**config.mk**
```make
export PLATFORM = sky130hd
export DESIGN_NAME = hazard_unit_flat
export DESIGN_NICKNAME = d
export VERILOG_FILES = /design/src/rtl/core_pkg.sv /design/src/rtl/hazard_unit_if.sv /design/src/rtl/hazard_cmp.sv /design/src/rtl/hazard_unit.sv /design/src/flat_wrapper.sv
export SDC_FILE = /design/constraint.sdc
export NUM_CORES = 1
export LEC_CHECK = 0
export CAP_MARGIN = 20
export CORE_MARGIN = 5
export CORE_UTILIZATION = 47
export CTS_CLUSTER_DIAMETER = 120
export DETAILED_ROUTE_END_ITERATION = 6
export HOLD_SLACK_MARGIN = 0.02
export PLACE_DENSITY = 0.82
export SLEW_MARGIN = 5
export SYNTH_ARGS = -nofsm -noshare
export SYNTH_HDL_FRONTEND = slang
export SYNTH_SLANG_ARGS = --single-unit
export TNS_END_PERCENT = 10
```
**constraint.sdc**
```tcl
create_clock -name clk -period 4.29 [get_ports clk]
set_clock_uncertainty 0.1 [all_clocks]
set_input_delay 1.287 -clock clk [delete_from_list [all_inputs] [get_ports clk]]
set_output_delay 1.287 -clock clk [all_outputs]
set_load 0.05 [all_outputs]
```
**src/rtl/core_pkg.sv**
```systemverilog
// Shared core definitions: hazard FSM state encoding and stall-counter width.
`default_nettype none

package core_pkg;

    typedef enum logic [1:0] {
        RUN      = 2'd0,
        MDU_BUSY = 2'd1,
        MEM_WAIT = 2'd2
    } hazState_e;

    localparam logic [1:0] ST_RUN      = 2'd0;
    localparam logic [1:0] ST_MDU_BUSY = 2'd1;
    localparam logic [1:0] ST_MEM_WAIT = 2'd2;

    localparam int STALL_CNT_W = 32;

endpackage

`default_nettype wire

```
**src/rtl/hazard_unit_if.sv**
```systemverilog
// Pipeline-side view of the hazard controller: operand/destination info in, register enables and flushes out.
`default_nettype none

interface hazard_unit_if;
    import core_pkg::*;

    logic [4:0]             ifIdRs;
    logic [4:0]             ifIdRt;
    logic                   ifIdUsesRt;
    logic                   ifIdBranch;
    logic                   idExMemRead;
    logic                   idExRegW;
    logic [4:0]             idExRd;
    logic                   exMemMemRead;
    logic [4:0]             exMemRd;
    logic                   mduStart;
    logic                   memReq;
    logic                   memReady;

    logic                   pcWrite;
    logic                   ifIdWrite;
    logic                   idExWrite;
    logic                   exMemWrite;
    logic                   idExFlush;
    logic                   exMemFlush;
    logic                   memWbFlush;
    logic [1:0]             state;
    logic [STALL_CNT_W-1:0] stallCycles;

    modport master (
        output ifIdRs, ifIdRt, ifIdUsesRt, ifIdBranch,
        output idExMemRead, idExRegW, idExRd,
        output exMemMemRead, exMemRd,
        output mduStart, memReq, memReady,
        input  pcWrite, ifIdWrite, idExWrite, exMemWrite,
        input  idExFlush, exMemFlush, memWbFlush,
        input  state, stallCycles
    );

    modport slave (
        input  ifIdRs, ifIdRt, ifIdUsesRt, ifIdBranch,
        input  idExMemRead, idExRegW, idExRd,
        input  exMemMemRead, exMemRd,
        input  mduStart, memReq, memReady,
        output pcWrite, ifIdWrite, idExWrite, exMemWrite,
        output idExFlush, exMemFlush, memWbFlush,
        output state, stallCycles
    );

endinterface

`default_nettype wire

```
**src/rtl/hazard_cmp.sv**
```systemverilog
// Register-number comparators for the hazards forwarding cannot cover: load-use and ID-stage branch operands.
`default_nettype none

module hazard_cmp (
    input  wire logic [4:0] ifIdRs_i,
    input  wire logic [4:0] ifIdRt_i,
    input  wire logic       ifIdUsesRt_i,
    input  wire logic       ifIdBranch_i,
    input  wire logic       idExMemRead_i,
    input  wire logic       idExRegW_i,
    input  wire logic [4:0] idExRd_i,
    input  wire logic       exMemMemRead_i,
    input  wire logic [4:0] exMemRd_i,
    output logic            loadUse_o,
    output logic            brHaz_o
);

    logic idExHitRs;
    logic idExHitRt;
    logic exMemHit;

    assign idExHitRs = (idExRd_i == ifIdRs_i);
    assign idExHitRt = (idExRd_i == ifIdRt_i);
    // Branches compare both operands, so Rt always counts for them.
    assign exMemHit  = (exMemRd_i == ifIdRs_i) || (exMemRd_i == ifIdRt_i);

    assign loadUse_o = idExMemRead_i && (idExRd_i != 5'd0) &&
                       (idExHitRs || (ifIdUsesRt_i && idExHitRt));

    assign brHaz_o   = ifIdBranch_i &&
                       ((idExRegW_i && (idExRd_i != 5'd0) && (idExHitRs || idExHitRt)) ||
                        (exMemMemRead_i && (exMemRd_i != 5'd0) && exMemHit));

endmodule

`default_nettype wire

```
**src/rtl/hazard_unit.sv**
```systemverilog
// Pipeline stall/flush controller: freezes or bubbles pipeline registers for load-use,
// branch-operand, multi-cycle MDU and data-memory-wait hazards, and counts stall cycles.
`default_nettype none

module hazard_unit
    import core_pkg::*;
#(
    parameter int MDU_LAT = 32,
    parameter int CNT_W   = $clog2(MDU_LAT + 1)
) (
    input  wire logic   clk,
    input  wire logic   rst_n,
    hazard_unit_if.slave hz
);

    localparam logic [CNT_W-1:0] CNT_LOAD = CNT_W'(MDU_LAT - 1);
    localparam logic [1:0]       ST_AFTER_START = (MDU_LAT > 1) ? ST_MDU_BUSY : ST_RUN;

    logic [1:0]             state_q, state_d;
    logic [CNT_W-1:0]       cnt_q, cnt_d;
    logic [STALL_CNT_W-1:0] stall_q, stall_d;

    logic memMiss;
    logic mduFreeze;
    logic loadUse;
    logic brHaz;
    logic cntNz;

    logic pcWrite, ifIdWrite, idExWrite, exMemWrite;
    logic idExFlush, exMemFlush, memWbFlush;

    hazard_cmp u_cmp (
        .ifIdRs_i       (hz.ifIdRs),
        .ifIdRt_i       (hz.ifIdRt),
        .ifIdUsesRt_i   (hz.ifIdUsesRt),
        .ifIdBranch_i   (hz.ifIdBranch),
        .idExMemRead_i  (hz.idExMemRead),
        .idExRegW_i     (hz.idExRegW),
        .idExRd_i       (hz.idExRd),
        .exMemMemRead_i (hz.exMemMemRead),
        .exMemRd_i      (hz.exMemRd),
        .loadUse_o      (loadUse),
        .brHaz_o        (brHaz)
    );

    assign cntNz     = (cnt_q != '0);
    assign memMiss   = hz.memReq && !hz.memReady;
    // mduStart only counts in RUN: the op sits in EX holding it high while busy.
    assign mduFreeze = ((state_q == ST_RUN) && hz.mduStart) ||
                       ((state_q == ST_MDU_BUSY) && cntNz);

    always_comb begin
        pcWrite    = 1'b1;
        ifIdWrite  = 1'b1;
        idExWrite  = 1'b1;
        exMemWrite = 1'b1;
        idExFlush  = 1'b0;
        exMemFlush = 1'b0;
        memWbFlush = 1'b0;
        if (memMiss) begin
            pcWrite    = 1'b0;
            ifIdWrite  = 1'b0;
            idExWrite  = 1'b0;
            exMemWrite = 1'b0;
            memWbFlush = 1'b1;
        end else if (mduFreeze) begin
            pcWrite    = 1'b0;
            ifIdWrite  = 1'b0;
            idExWrite  = 1'b0;
            exMemFlush = 1'b1;
        end else if (loadUse || brHaz) begin
            pcWrite    = 1'b0;
            ifIdWrite  = 1'b0;
            idExFlush  = 1'b1;
        end
    end

    always_comb begin
        state_d = state_q;
        cnt_d   = cnt_q;
        case (state_q)
            ST_RUN: begin
                if (memMiss) begin
                    state_d = ST_MEM_WAIT;
                    if (hz.mduStart) begin
                        cnt_d = CNT_LOAD;
                    end
                end else if (hz.mduStart) begin
                    cnt_d   = CNT_LOAD;
                    state_d = ST_AFTER_START;
                end
            end
            ST_MDU_BUSY: begin
                if (memMiss) begin
                    state_d = ST_MEM_WAIT;
                end else if (!cntNz) begin
                    state_d = ST_RUN;
                end else begin
                    cnt_d = cnt_q - CNT_W'(1);
                end
            end
            ST_MEM_WAIT: begin
                // The MDU keeps counting down while the memory stall is in effect.
                if (cntNz) begin
                    cnt_d = cnt_q - CNT_W'(1);
                end
                if (!memMiss) begin
                    state_d = cntNz ? ST_MDU_BUSY : ST_RUN;
                end
            end
            default: begin
                state_d = ST_RUN;
                cnt_d   = '0;
            end
        endcase
    end

    assign stall_d = (!pcWrite && (stall_q != '1)) ? stall_q + STALL_CNT_W'(1) : stall_q;

    always_ff @(posedge clk or negedge rst_n) begin
        if (!rst_n) begin
            state_q <= ST_RUN;
            cnt_q   <= '0;
            stall_q <= '0;
        end else begin
            state_q <= state_d;
            cnt_q   <= cnt_d;
            stall_q <= stall_d;
        end
    end

    assign hz.pcWrite     = pcWrite;
    assign hz.ifIdWrite   = ifIdWrite;
    assign hz.idExWrite   = idExWrite;
    assign hz.exMemWrite  = exMemWrite;
    assign hz.idExFlush   = idExFlush;
    assign hz.exMemFlush  = exMemFlush;
    assign hz.memWbFlush  = memWbFlush;
    assign hz.state       = state_q;
    assign hz.stallCycles = stall_q;

endmodule

`default_nettype wire
```
**src/flat_wrapper.sv**
```systemverilog
// flat-port wrapper written by rule: the top's interface ports become plain ports
module hazard_unit_flat import core_pkg::*;
#(
    parameter int MDU_LAT = 32,
    parameter int CNT_W   = $clog2(MDU_LAT + 1)
)
  (clk, rst_n, hz_ifIdRs, hz_ifIdRt, hz_ifIdUsesRt, hz_ifIdBranch, hz_idExMemRead, hz_idExRegW, hz_idExRd, hz_exMemMemRead, hz_exMemRd, hz_mduStart, hz_memReq, hz_memReady, hz_pcWrite, hz_ifIdWrite, hz_idExWrite, hz_exMemWrite, hz_idExFlush, hz_exMemFlush, hz_memWbFlush, hz_state, hz_stallCycles);
  hazard_unit_if hz_i ();
  input  wire logic clk;
  input  wire logic rst_n;
  input wire logic [$bits(hz_i.ifIdRs)-1:0] hz_ifIdRs;
  input wire logic [$bits(hz_i.ifIdRt)-1:0] hz_ifIdRt;
  input wire logic [$bits(hz_i.ifIdUsesRt)-1:0] hz_ifIdUsesRt;
  input wire logic [$bits(hz_i.ifIdBranch)-1:0] hz_ifIdBranch;
  input wire logic [$bits(hz_i.idExMemRead)-1:0] hz_idExMemRead;
  input wire logic [$bits(hz_i.idExRegW)-1:0] hz_idExRegW;
  input wire logic [$bits(hz_i.idExRd)-1:0] hz_idExRd;
  input wire logic [$bits(hz_i.exMemMemRead)-1:0] hz_exMemMemRead;
  input wire logic [$bits(hz_i.exMemRd)-1:0] hz_exMemRd;
  input wire logic [$bits(hz_i.mduStart)-1:0] hz_mduStart;
  input wire logic [$bits(hz_i.memReq)-1:0] hz_memReq;
  input wire logic [$bits(hz_i.memReady)-1:0] hz_memReady;
  output wire logic [$bits(hz_i.pcWrite)-1:0] hz_pcWrite;
  output wire logic [$bits(hz_i.ifIdWrite)-1:0] hz_ifIdWrite;
  output wire logic [$bits(hz_i.idExWrite)-1:0] hz_idExWrite;
  output wire logic [$bits(hz_i.exMemWrite)-1:0] hz_exMemWrite;
  output wire logic [$bits(hz_i.idExFlush)-1:0] hz_idExFlush;
  output wire logic [$bits(hz_i.exMemFlush)-1:0] hz_exMemFlush;
  output wire logic [$bits(hz_i.memWbFlush)-1:0] hz_memWbFlush;
  output wire logic [$bits(hz_i.state)-1:0] hz_state;
  output wire logic [$bits(hz_i.stallCycles)-1:0] hz_stallCycles;
  assign hz_i.ifIdRs = hz_ifIdRs;
  assign hz_i.ifIdRt = hz_ifIdRt;
  assign hz_i.ifIdUsesRt = hz_ifIdUsesRt;
  assign hz_i.ifIdBranch = hz_ifIdBranch;
  assign hz_i.idExMemRead = hz_idExMemRead;
  assign hz_i.idExRegW = hz_idExRegW;
  assign hz_i.idExRd = hz_idExRd;
  assign hz_i.exMemMemRead = hz_exMemMemRead;
  assign hz_i.exMemRd = hz_exMemRd;
  assign hz_i.mduStart = hz_mduStart;
  assign hz_i.memReq = hz_memReq;
  assign hz_i.memReady = hz_memReady;
  assign hz_pcWrite = hz_i.pcWrite;
  assign hz_ifIdWrite = hz_i.ifIdWrite;
  assign hz_idExWrite = hz_i.idExWrite;
  assign hz_exMemWrite = hz_i.exMemWrite;
  assign hz_idExFlush = hz_i.idExFlush;
  assign hz_exMemFlush = hz_i.exMemFlush;
  assign hz_memWbFlush = hz_i.memWbFlush;
  assign hz_state = hz_i.state;
  assign hz_stallCycles = hz_i.stallCycles;
  hazard_unit #(.MDU_LAT(MDU_LAT), .CNT_W(CNT_W)) u_core (.clk(clk), .rst_n(rst_n), .hz(hz_i));
endmodule
```
Yosys cells after proc, flatten, opt, wreduce, memory -nomap -nowiden
Cells that the tools add are included.
- add/subtract/negate cells: 2
- eq/ne operators: 12
- multiplexer cells: 23
- reduce and logical (&&, ||, !) cells: 26
- operators with widths (kind ; count):
    32-bit by 1-bit adder with 32-bit output, second input constant ; 1
    32-bit inequality test, second input constant ; 1
    5-bit == test ; 4
    6-bit two-way mux ; 3
    6-bit case mux with 3 select lines ; 1
    1-bit two-way mux ; 13
    1-bit logical AND ; 12
    2-bit two-way mux ; 5
    5-bit nonzero test ; 2
    1-bit logical OR ; 6
    2-bit inequality test, second input constant ; 3
    3-bit by 2-bit inequality test with 1-bit output, second input constant ; 2
    2-bit case mux with 3 select lines ; 1
    6-bit nonzero test ; 1
    6-bit by 1-bit subtractor with 6-bit output, second input constant ; 1
    3-bit AND reduction ; 1
    2-bit by 1-bit == test with 1-bit output, second input constant ; 1
    2-bit == test, second input constant ; 1
    1-bit zero test ; 2
    2-bit zero test ; 1
    2-bit AND reduction ; 1
- bits in registers: 40
- input bits: 30
- output and inout port bits: 41
- word-level logic and storage cells: 66

Longest topological paths before layout
Gate-level depths: netlist (run 1).
- word-level depth: 11
- gate-level depth with buffers: 11
- mapped depth without buffers: 9

Cells and area by module
From an unflattened synthesis (run 1), not the netlist that was laid out.
- cells, all modules: 248
- area, all modules: 2418.6 µm²
- modules (own cells, without submodules) (module ; instances ; cells an instance ; area an instance (µm²) ; seq. area each (µm²)):
    hazard_unit ; 1 ; 211 ; 2134.5 ; 1001.0
    hazard_cmp ; 1 ; 37 ; 284.0 ; 0.0

Worst setup path before layout (run 1)
OpenSTA, ideal clock, no wires.
- kind: input-to-output
- from: input port hz_exMemRd[1]
- to: output port hz_pcWrite
- arrival time: 2.972 ns
- required time: 2.903 ns
- slack: -0.069 ns
- stages: 6
- buffers on the path: 1
- cell sequence: or3_1 > o311a_1 > a22oi_1 > nand2_1 > inv_1 > buf_4
- word-level cells in the longest chain between the ends: 9
- elaborated cells between the ends (all ways): 12
- classes of those cells: 2 x eq/ne; 3 x mux; 7 x reduce/logical
- RTL lines (item ; RTL line ; text):
    start, declared ; flat_wrapper.sv:19 ; input wire logic [$bits(hz_i.exMemRd)-1:0] hz_exMemRd;
    5-bit == test or 5-bit nonzero test (tied branches) ; hazard_cmp.sv:25, hazard_cmp.sv:32 ;
    1-bit logical OR or 1-bit logical AND (tied branches) ; hazard_cmp.sv:25, hazard_cmp.sv:32 ;
    1-bit logical AND (*) ; hazard_cmp.sv:32 ; (exMemMemRead_i && (exMemRd_i != 5'd0) && exMemHit));
    1-bit logical OR (*) ; hazard_cmp.sv:31 ; ((idExRegW_i && (idExRd_i != 5'd0) && (idExHitRs || idExHitRt)) ||
    1-bit logical AND (*) ; hazard_cmp.sv:30 ; assign brHaz_o = ifIdBranch_i &&
    1-bit logical OR (*) ; hazard_unit.sv:71 ; end else if (loadUse || brHaz) begin
    1-bit two-way mux (*) (3 in series) ; n/a ;
    end, declared ; flat_wrapper.sv:23 ; output wire logic [$bits(hz_i.pcWrite)-1:0] hz_pcWrite;
Mark *: on every way between the ends. The rest lies on a longest branch, timed or not.

Worst setup path in the final report (run 1)
- from: input port hz_idExRd[3]
- to: output port hz_ifIdWrite
- word-level cells in the longest chain between the ends: 9
- elaborated cells between the ends (all ways): 16
- classes of those cells: 2 x eq/ne; 3 x mux; 11 x reduce/logical
- RTL lines (item ; RTL line ; text):
    start, declared ; flat_wrapper.sv:17 ; input wire logic [$bits(hz_i.idExRd)-1:0] hz_idExRd;
    5-bit == test, or another cell as far along ; hazard_cmp.sv:22 ; assign idExHitRs = (idExRd_i == ifIdRs_i);
    1-bit logical OR or 1-bit logical AND (tied branches) ; hazard_cmp.sv:31 ;
    1-bit logical AND ; hazard_cmp.sv:31 ;
    1-bit logical OR ; hazard_cmp.sv:31 ;
    1-bit logical AND ; hazard_cmp.sv:30 ;
    1-bit logical OR (*) ; hazard_unit.sv:71 ;
    1-bit two-way mux (*) ; hazard_unit.sv:71 ;
    1-bit two-way mux (*) ; hazard_unit.sv:66 ; end else if (mduFreeze) begin
    1-bit two-way mux (*) ; hazard_unit.sv:60 ; if (memMiss) begin
    end, declared ; flat_wrapper.sv:24 ; output wire logic [$bits(hz_i.ifIdWrite)-1:0] hz_ifIdWrite;
Marks and branches as above.

==> flow_summary.toml, run 1 <==
[finish]
seq_area_um2 = 1000
nNetsFinal = 370
final_common_cell = "clkdlybuf4s50_1"
fin_util_pct = 68.3
drive_above_1_share_pct = 15.2
fill_cells = 381
area_growth_pct = 43.8
antenna_cells = 0
final_cells = 405
layout_common_cells = "clkdlybuf4s50_1 (47), xnor2_1 (46), dfrtp_1 (40), nand2_1 (20), buf_4 (18)"
multi_input_area_um2 = 1320

[worst_hold_path]
hold_start = "u_core.cnt_q[1]"
hold_class = "reg -> reg"

[critical_path]
crit_path_end = "hz_ifIdWrite"
rrSetupSlack_ns = 1.51
path_class = "in -> out"
crit_path_start_kind = "input port"
path_max_fanout = 3
worstPathArrival_ns = 2.84
timing.rr.start = "u_core.cnt_q[0]"
ff2ff_path_depth = 10
regToRegEndpoint = "u_core.cnt_q[2]"
cp-startpoint = "hz_idExRd[3]"
cp_data_required_time_ns = 2.90
endpoint_kind = "output port"

[power]
powerDensity_nw_per_um2 = 510
p_int_uw = 1000
p_leak_uw = 0.00143
power_frac_seq_pct = 29.5
comb_power_share_pct = 52.4
vdd_drop_max_mv = 0.501
p_clk_share_pct = 18.1
swShare_pct = 43.0
power.switching_uw = 755

[placement]
dpl.cell_count = 394
hpwl_mm = 4.35
place_congestion = 0.937
portBuffers = 70

[yosys]
synth_top_family_by_area = "simple AND/OR/NAND/NOR gates"
muxShareOfSynthArea_pct = 0.470
synth_fp_nets = 283
synth_warnings = 0
synth_top_cell_by_area = "dfrtp_1"
ys_seq_area_share_pct = 41.8
syn_inst = 247
synth-adder-area-share_pct = 3.13
synth-simple-area-share_pct = 23.4
netlist_area_um2 = 2400
syn_avg_cell_area_um2 = 9.70
ys_seq_elements = 40
synthXorXnorAreaFrac_pct = 18.6
ys_top_cells_by_area = "dfrtp_1 (42%), xnor2_1 (17%), nand4_1 (3.9%), nand3_1 (3.6%), nand2_1 (3.3%)"
synth_top_area_share_pct = 41.8
ys_types = 40
synth_compound_area_share_pct = 8.36

[clock_tree]
cts-root-buf = "clkbuf_8"
clkTransAtPathRegs_ns = 0.08
cts.path.max_buffers = 2
clkSinkCount = 40
htreeDepth = 2
cts_tree = "done"
holdBufCountCts = 0
clk-insertion-delay-late_ns = 0.30
cts_buffers = 5

[timing]
rsz0062_at_grt = "false"
worst_slew_pin_slew_ns = 0.861
finalSetupViolCount = 0
tns_ns = 0
max_freq_mhz = 236
hold_violations = 0
relSlewSlack_pct = 42.6
finalCriticalPeriod_ns = 4.23
period_share_pct = 98.6
finalMaxSlewViolations = 0

[global_route]
grt_pass1_vias = 2009
overflow = 0
grt_use_total_pct = 18.7
grt_max_degree = 41
antenna_found_initial = 0
grt_pass1_wl_mm = 9.52

[routing]
wl_per_cell_um = 14.4
drc = 0
ant_nets = 0
vias = 2143
viasPerCell = 5.29
drtIter0Drc = 134
drt_wl_total_mm = 5.82
drtPass1Iterations = 4

[floorplan]
num_rows = 26
die_w_um = 81.4
io-pin-count = 71
start_util_pct = 47.5
die_area_um2 = 6630
die_y_um = 81.4
fp.coreArea_um2 = 5040

[status]
status = "completed"

[flow_run]
cap_violations = 0
## cells in the mapped netlist
cell       n
nand3_1   17
buf_4      2
a22oi_1    2
and2_4     1
nor2b_1    4
buf_2      3
or3b_1     1
nor3_1     7
nand2b_1   1
nand3b_1   1
nand4_1   15
or2_2      1
a21oi_2    1
a22oi_2    1
nand2_1   21
inv_1     12
mux2_2     1
and4_1     5
dfrtp_1   40
or3_4      1
xnor2_1   47
o21ai_0    6
buf_6      1
o21a_1     1
ha_1       6
nor2_1     7
nand3_2    4
a21oi_1   10
nor3b_1    1
and3_1     6
buf_8      1
a21o_1     2
o31ai_1    4
o41ai_1    1
or4_1      1
o22ai_1    2
o311a_1    1
xor2_1     4
or3_1      2
and2_1     3
## power groups by stage
stage | Combinational, uW | Sequential, uW | Clock, uW
after global routing | 994 | 529 | 340
final | 920 | 518 | 319
after global placement | 878 | 522 | 0
after CTS | 921 | 517 | 323
after floorplan | 481 | 649 | 0
after detailed placement | 896 | 525 | 0
## kinds of logic after synthesis
family,after synthesis
adders and majority gates,6
muxes,1
DFF,40
xor gates and xnor gates,51
buffers and inverters,19
and+or+nand+nor,99
AOI/OAI and AO/OA,31
## worst max-delay path: stages
cell,delay [ns]
clkdlybuf4s15_1,0.19
xor2_1,0.16
or4_1,0.49
o22ai_2,0.17
a22oi_2,0.11
nand2_2,0.12
clkinvlp_4,0.14
buf_12,0.17
## area by class of cell
class	count	share of cell area (%)
Multi-Input combinational cell	188	38.3
Clock inverter	3	1.34
Clock buffer	5	2.00
Timing Repair Buffer	87	25.3
Tap cell	70	2.54
Inverter	12	1.42
Sequential cell	40	29.0
## flip-flops by register name, indices dropped and copies added, names as in the netlist
signal and cells:
u_core.cnt_q 6, u_core.hz.state 2, u_core.hz.stallCycles 32
## worst min-delay path by stage
stage	cells after the start	end	slack [ns]
after floorplan	2	u_core.cnt_q[0]	0.35
after global placement	2	u_core.cnt_q[0]	0.36
after detailed placement	2	u_core.cnt_q[1]	0.37
after CTS	2	u_core.cnt_q[1]	0.39
after global routing	2	u_core.cnt_q[1]	0.40
final	2	u_core.cnt_q[1]	0.39
## routing by layer
layer | routed length, um | up-vias | GRT usage (%)
met5 | 0 | - | 0
met4 | 187 | 0 | 8.28
met3 | 349 | 20 | 3.33
met2 | 2990 | 77 | 31.5
met1 | 2290 | 1006 | 23.1
li1 | - | 1040 | -
## metrics by stage
step | setup slack (ns) | instance area (um2) | power [uW] | hold slack (ns)
after floorplan | -0.0614 | 2400 | 1130 | 0.349
after global placement | -0.210 | 3280 | 1400 | 0.362
after detailed placement | -0.246 | 3290 | 1420 | 0.372
after CTS | 0.00894 | 3430 | 1760 | 0.390
after global routing | 0.000627 | 3450 | 1860 | 0.400
final | 0.0593 | 3450 | 1760 | 0.393
## what timing repair did
action,4_1_cts,5_1_grt
endpoints found under the setup margin,3,3
setup buffers,3,0
gates resized for setup,15,14
pin swaps,6,7
(Power assumes the default switching activity.)
==> run 2, diff against run 1 <==
--- a/config.mk
+++ b/config.mk
@@ -6,7 +6,7 @@
 export NUM_CORES = 1
 export LEC_CHECK = 0
 export CAP_MARGIN = 20
-export CORE_MARGIN = 5
+export CORE_MARGIN = 2
 export CORE_UTILIZATION = 47
 export CTS_CLUSTER_DIAMETER = 120
 export DETAILED_ROUTE_END_ITERATION = 6
==> run 2 against run 1 <==
Clock power about the same. Hold slack got worse by 0.010 ns. Sequential cell count unchanged. Critical path depth unchanged. Largest cell class unchanged. Highest routed layer unchanged.
==> flow_summary.toml, run 2 (synthesized netlist as in run 1, its figures left out) <==
[timing]
period_share_pct = 99.2
tns_ns = 0
hold_violations = 0
worst_slew_pin_slew_ns = 0.857
rsz0062_at_grt = "false"
relSlewSlack_pct = 42.8
max_freq_mhz = 235
finalMaxSlewViolations = 0
finalCriticalPeriod_ns = 4.26
finalSetupViolCount = 0

[critical_path]
cp_data_required_time_ns = 2.90
slowest_stage = "or4_4"
crit_buf_inv = 3
endpoint_kind = "output port"
path_class = "in -> out"
crit_chain = "clkdlybuf4s15_1 > xor2_1 > or4_4 > o22ai_2 > a22oi_2 > nand2_2 > clkinvlp_4 > buf_12"
worstPathArrival_ns = 2.87
crit_family = "simple AND/OR/NAND/NOR gates"
crit_path_start_kind = "input port"
path_max_fanout = 3
slowest_delay_ns = 0.52

[floorplan]
die_w_um = 75.4
fp.coreArea_um2 = 4820
die_y_um = 75.4
io-pin-count = 71
num_rows = 25
start_util_pct = 49.7
die_area_um2 = 5690

[routing]
ant_nets = 0
drtPass1Iterations = 4
drt_wl_total_mm = 5.68
drc = 0
drtIter0Drc = 95
viasPerCell = 5.18
vias = 2082
wl_per_cell_um = 14.1

[power]
p_clk_share_pct = 18.1
vdd_drop_max_mv = 0.345
comb_power_share_pct = 52.6
power_frac_seq_pct = 29.3
powerDensity_nw_per_um2 = 513
power.switching_uw = 757
swShare_pct = 43.0
p_int_uw = 1000
p_leak_uw = 0.00142

[status]
status = "completed"

[finish]
area_growth_pct = 43.4
nNetsFinal = 370
drive_above_1_share_pct = 14.3
antenna_cells = 0
largest_reg_flops = 32
final_common_cell = "clkdlybuf4s50_1"
fin_util_pct = 71.3
layout_common_cells = "clkdlybuf4s50_1 (49), xnor2_1 (47), dfrtp_1 (40), nand2_1 (20)"

[global_route]
grt_use_total_pct = 21.5
grt_pass1_vias = 2015
grt_max_degree = 41
antenna_found_initial = 0
grt_pass1_wl_mm = 9.24
overflow = 0

[flow_run]
cap_violations = 0

[clock_tree]
clkSinkCount = 40
holdBufCountCts = 0
clkTransAtPathRegs_ns = 0.08
cts.path.max_buffers = 2
cts_buffers = 5
cts_tree = "done"
htreeDepth = 2
cts-root-buf = "clkbuf_8"
clk-insertion-delay-late_ns = 0.31

[placement]
place_congestion = 0.816
portBuffers = 70
hpwl_mm = 4.35

[worst_hold_path]
hold_class = "reg -> reg"
-- run 2: power by group through the flow --
stage	combinational (uW)	clock [uW]	sequential, uW
2_1_floorplan	481	0	649
3_3_place_gp	879	0	522
3_5_place_dp	898	0	524
4_1_cts	930	323	516
5_1_grt	995	342	529
6_report	926	319	516
-- run 2: routing by layer --
metal,global-route usage [%],wire length (um),vias to the layer above
met5,0,0,-
met4,8.19,123,0
li1,-,-,1041
met3,4.76,181,12
met1,26.8,2450,994
met2,36.5,2920,35
-- run 2: timing repair --
item	in CTS	in global routing
buffers inserted	3	0
pin swaps	6	6
gates resized for setup	16	6
endpoints found under the setup margin	3	3
hold endpoints to repair	0	0
-- run 2: worst paths after layout --
check | endpoint | slack, ns | start | cells past startpoint
min reg2reg | u_core.hz.stallCycles[27] | 0.38 | u_core.hz.stallCycles[27] | 1
min in group asynchronous | u_core.hz.stallCycles[14] | 0.99 | rst_n | 1
min | u_core.hz.stallCycles[27] | 0.38 | u_core.hz.stallCycles[27] | 1
max reg2reg | u_core.cnt_q[3] | 1.28 | u_core.cnt_q[0] | 10
max in group asynchronous | u_core.hz.stallCycles[5] | 2.57 | rst_n | 1
max | hz_ifIdWrite | 0.03 | hz_idExRd[0] | 8
-- run 2: metrics by stage --
step	hold WS, ns	std cells	setup WS, ns	power (uW)	area (um2)
after floorplan	0.349	247	-0.0614	1130	2400
after global placement	0.363	390	-0.229	1400	3280
after detailed placement	0.371	391	-0.276	1420	3280
after CTS	0.389	402	0.000643	1770	3430
after global routing	0.405	402	0.00395	1870	3440
final	0.383	402	0.0335	1760	3440
-- run 2: area by class of cell --
| cell class | instances | area [um2] |
|---|---|---|
| clock inverter | 3 | 46.3 |
| fill | 359 | 1380 |
| inverter | 12 | 48.8 |
| tap | 67 | 83.8 |
| timing repair buffer | 87 | 876 |
| sequential | 40 | 1000 |
| multi-input combinational | 188 | 1310 |
| clock buffer | 5 | 68.8 |
==> run 3, diff against run 2 <==
--- a/config.mk
+++ b/config.mk
@@ -6,7 +6,6 @@
 export NUM_CORES = 1
 export LEC_CHECK = 0
 export CAP_MARGIN = 20
-export CORE_MARGIN = 2
 export CORE_UTILIZATION = 47
 export CTS_CLUSTER_DIAMETER = 120
 export DETAILED_ROUTE_END_ITERATION = 6
==> constraint.sdc (replaced) <==
create_clock -name clk -period 4.29 [get_ports clk]
set_clock_uncertainty 0.1 [all_clocks]
set_input_delay 1.287 -clock clk [delete_from_list [all_inputs] [get_ports clk]]
set_output_delay 1.287 -clock clk [all_outputs]
set_load 0.01 [all_outputs]
==> run 3 against run 2 <==
First-iteration DRC count increased by 4.2%. Sequential cell count did not move. Critical endpoint is now hz_idExFlush. Total power is 11% lower. Largest power group unchanged. Sequential share of layout area shrank 0.23 points. Critical path type unchanged. Non-clock buffer count is 6 higher.
==> flow_summary.toml, run 3 (synthesized netlist as in run 1, its figures left out) <==
[status]
status = "completed"

[timing]
relSlewSlack_pct = 42.8
finalCriticalPeriod_ns = 4.26
worst_slew_pin_slew_ns = 0.858
finalSetupViolCount = 0
finalMaxSlewViolations = 0
period_share_pct = 99.4
fin_hold_ws_ns = 0.386
hold_violations = 0
max_freq_mhz = 235

[routing]
wl_per_cell_um = 14.9
drtPass1Iterations = 4
vias = 2149
drtIter0Drc = 99
drc = 0
ant_nets = 0
viasPerCell = 5.27
drt_wl_total_mm = 6.09

[clock_tree]
htreeDepth = 2
cts-root-buf = "clkbuf_8"
cts.path.max_buffers = 2
clkSinkCount = 40
cts_buffers = 5
cts_tree = "done"
clk-insertion-delay-late_ns = 0.30
clkTransAtPathRegs_ns = 0.08
holdBufCountCts = 0

[global_route]
overflow = 0
grt_use_met3_pct = 5.21
grt_max_degree = 41
grt_use_total_pct = 23.8
grtUsageMet2_pct = 40.5
grt_pass1_wl_mm = 9.65
busiest_layer = "met2"
antenna_found_initial = 0
met1_usage_pct = 29.8
grt_pass1_vias = 2052

[power]
power.switching_uw = 571
comb_power_share_pct = 45.8
swShare_pct = 36.5
power_frac_seq_pct = 33.3
powerDensity_nw_per_um2 = 451
p_clk_share_pct = 20.9
p_leak_uw = 0.00148
vdd_drop_max_mv = 0.366
p_int_uw = 991

[floorplan]
io-pin-count = 71
num_rows = 25
die_w_um = 73.4
die_y_um = 73.4
start_util_pct = 49.7
die_area_um2 = 5390
fp.coreArea_um2 = 4820

[critical_path]
endpoint_kind = "output port"
crit_path_start_kind = "input port"
path_class = "in -> out"
worstPathArrival_ns = 2.88
cp_data_required_time_ns = 2.90
path_max_fanout = 3

[placement]
portBuffers = 70
hpwl_mm = 4.30
place_congestion = 0.887

[finish]
antenna_cells = 0
drive_above_1_share_pct = 14.4
multi_input_area_um2 = 1320
fill_cells = 363
area_growth_pct = 44.5
largest_reg_flops = 32
seq_area_um2 = 1000
layout_common_cells = "clkdlybuf4s50_1 (55), xnor2_1 (47), dfrtp_1 (40), nand2_1 (21), buf_4 (21)"
final_common_cell = "clkdlybuf4s50_1"
fin_util_pct = 71.9
nNetsFinal = 376

[flow_run]
cap_violations = 0

[worst_hold_path]
hold_class = "reg -> reg"
run 3: final cells by class:
| type | instances | share of cell area, % |
|---|---|---|
| Timing Repair Buffer | 93 | 25.8 |
| Sequential cell | 40 | 28.9 |
| Inverter | 12 | 1.30 |
| Clock buffer | 6 | 2.38 |
| Tap cell | 67 | 2.42 |
| Multi-Input combinational cell | 188 | 38.1 |
| Clock inverter | 2 | 1.12 |
run 3: worst max-delay path, cell delays in order:
cell             delay [ns]
clkdlybuf4s50_1        0.43
xor2_1                 0.17
or4_4                  0.42
o22ai_2                0.16
a22oi_2                0.10
nor2b_1                0.16
buf_2                  0.15
run 3: power groups by stage:
stage	clock network [uW]	logic, uW	registers, uW
3_3_place_gp	0	633	523
6_report	327	715	520
4_1_cts	331	664	520
3_5_place_dp	0	657	527
5_1_grt	349	775	531
2_1_floorplan	0	410	531
run 3: final timing paths:
kind	end	cells after the start	slack, ns	from
max	hz_idExFlush	7	0.03	hz_ifIdRt[3]
min	u_core.cnt_q[1]	2	0.39	u_core.cnt_q[1]
max reg2reg	u_core.cnt_q[3]	10	1.38	u_core.cnt_q[0]
min reg2reg	u_core.cnt_q[1]	2	0.39	u_core.cnt_q[1]
max in group asynchronous	u_core.hz.stallCycles[5]	1	2.55	rst_n
min in group asynchronous	u_core.hz.stallCycles[10]	1	0.99	rst_n
run 3: repair_timing:
item                                    4_1_cts  5_1_grt
cloned                                        0        1
hold endpoints to repair                      0        0
pin swaps                                     4        6
buffers inserted                              7        0
endpoints found under the setup margin        3       31
gates resized for setup                      20       11
run 3: routing by layer:
metal	vias up	routed length, um	part of all wire (%)
met2	49	3110	51
met4	0	153	2.5
li1	1053	-	-
met3	14	206	3.4
met1	1033	2620	43
met5	-	0	0
run 3: stage by stage:
step	setup TNS [ns]	worst slack [ns]	power (uW)	area [um2]	cells
finish	0	0.0271	1560	3460	408
global route	-0.0122	-0.0122	1660	3460	408
CTS	0	0.00898	1510	3400	407
detailed placement	-1.33	-0.457	1180	3230	392
global placement	-1.29	-0.441	1160	3220	391
floorplan	0	0.306	941	2400	247
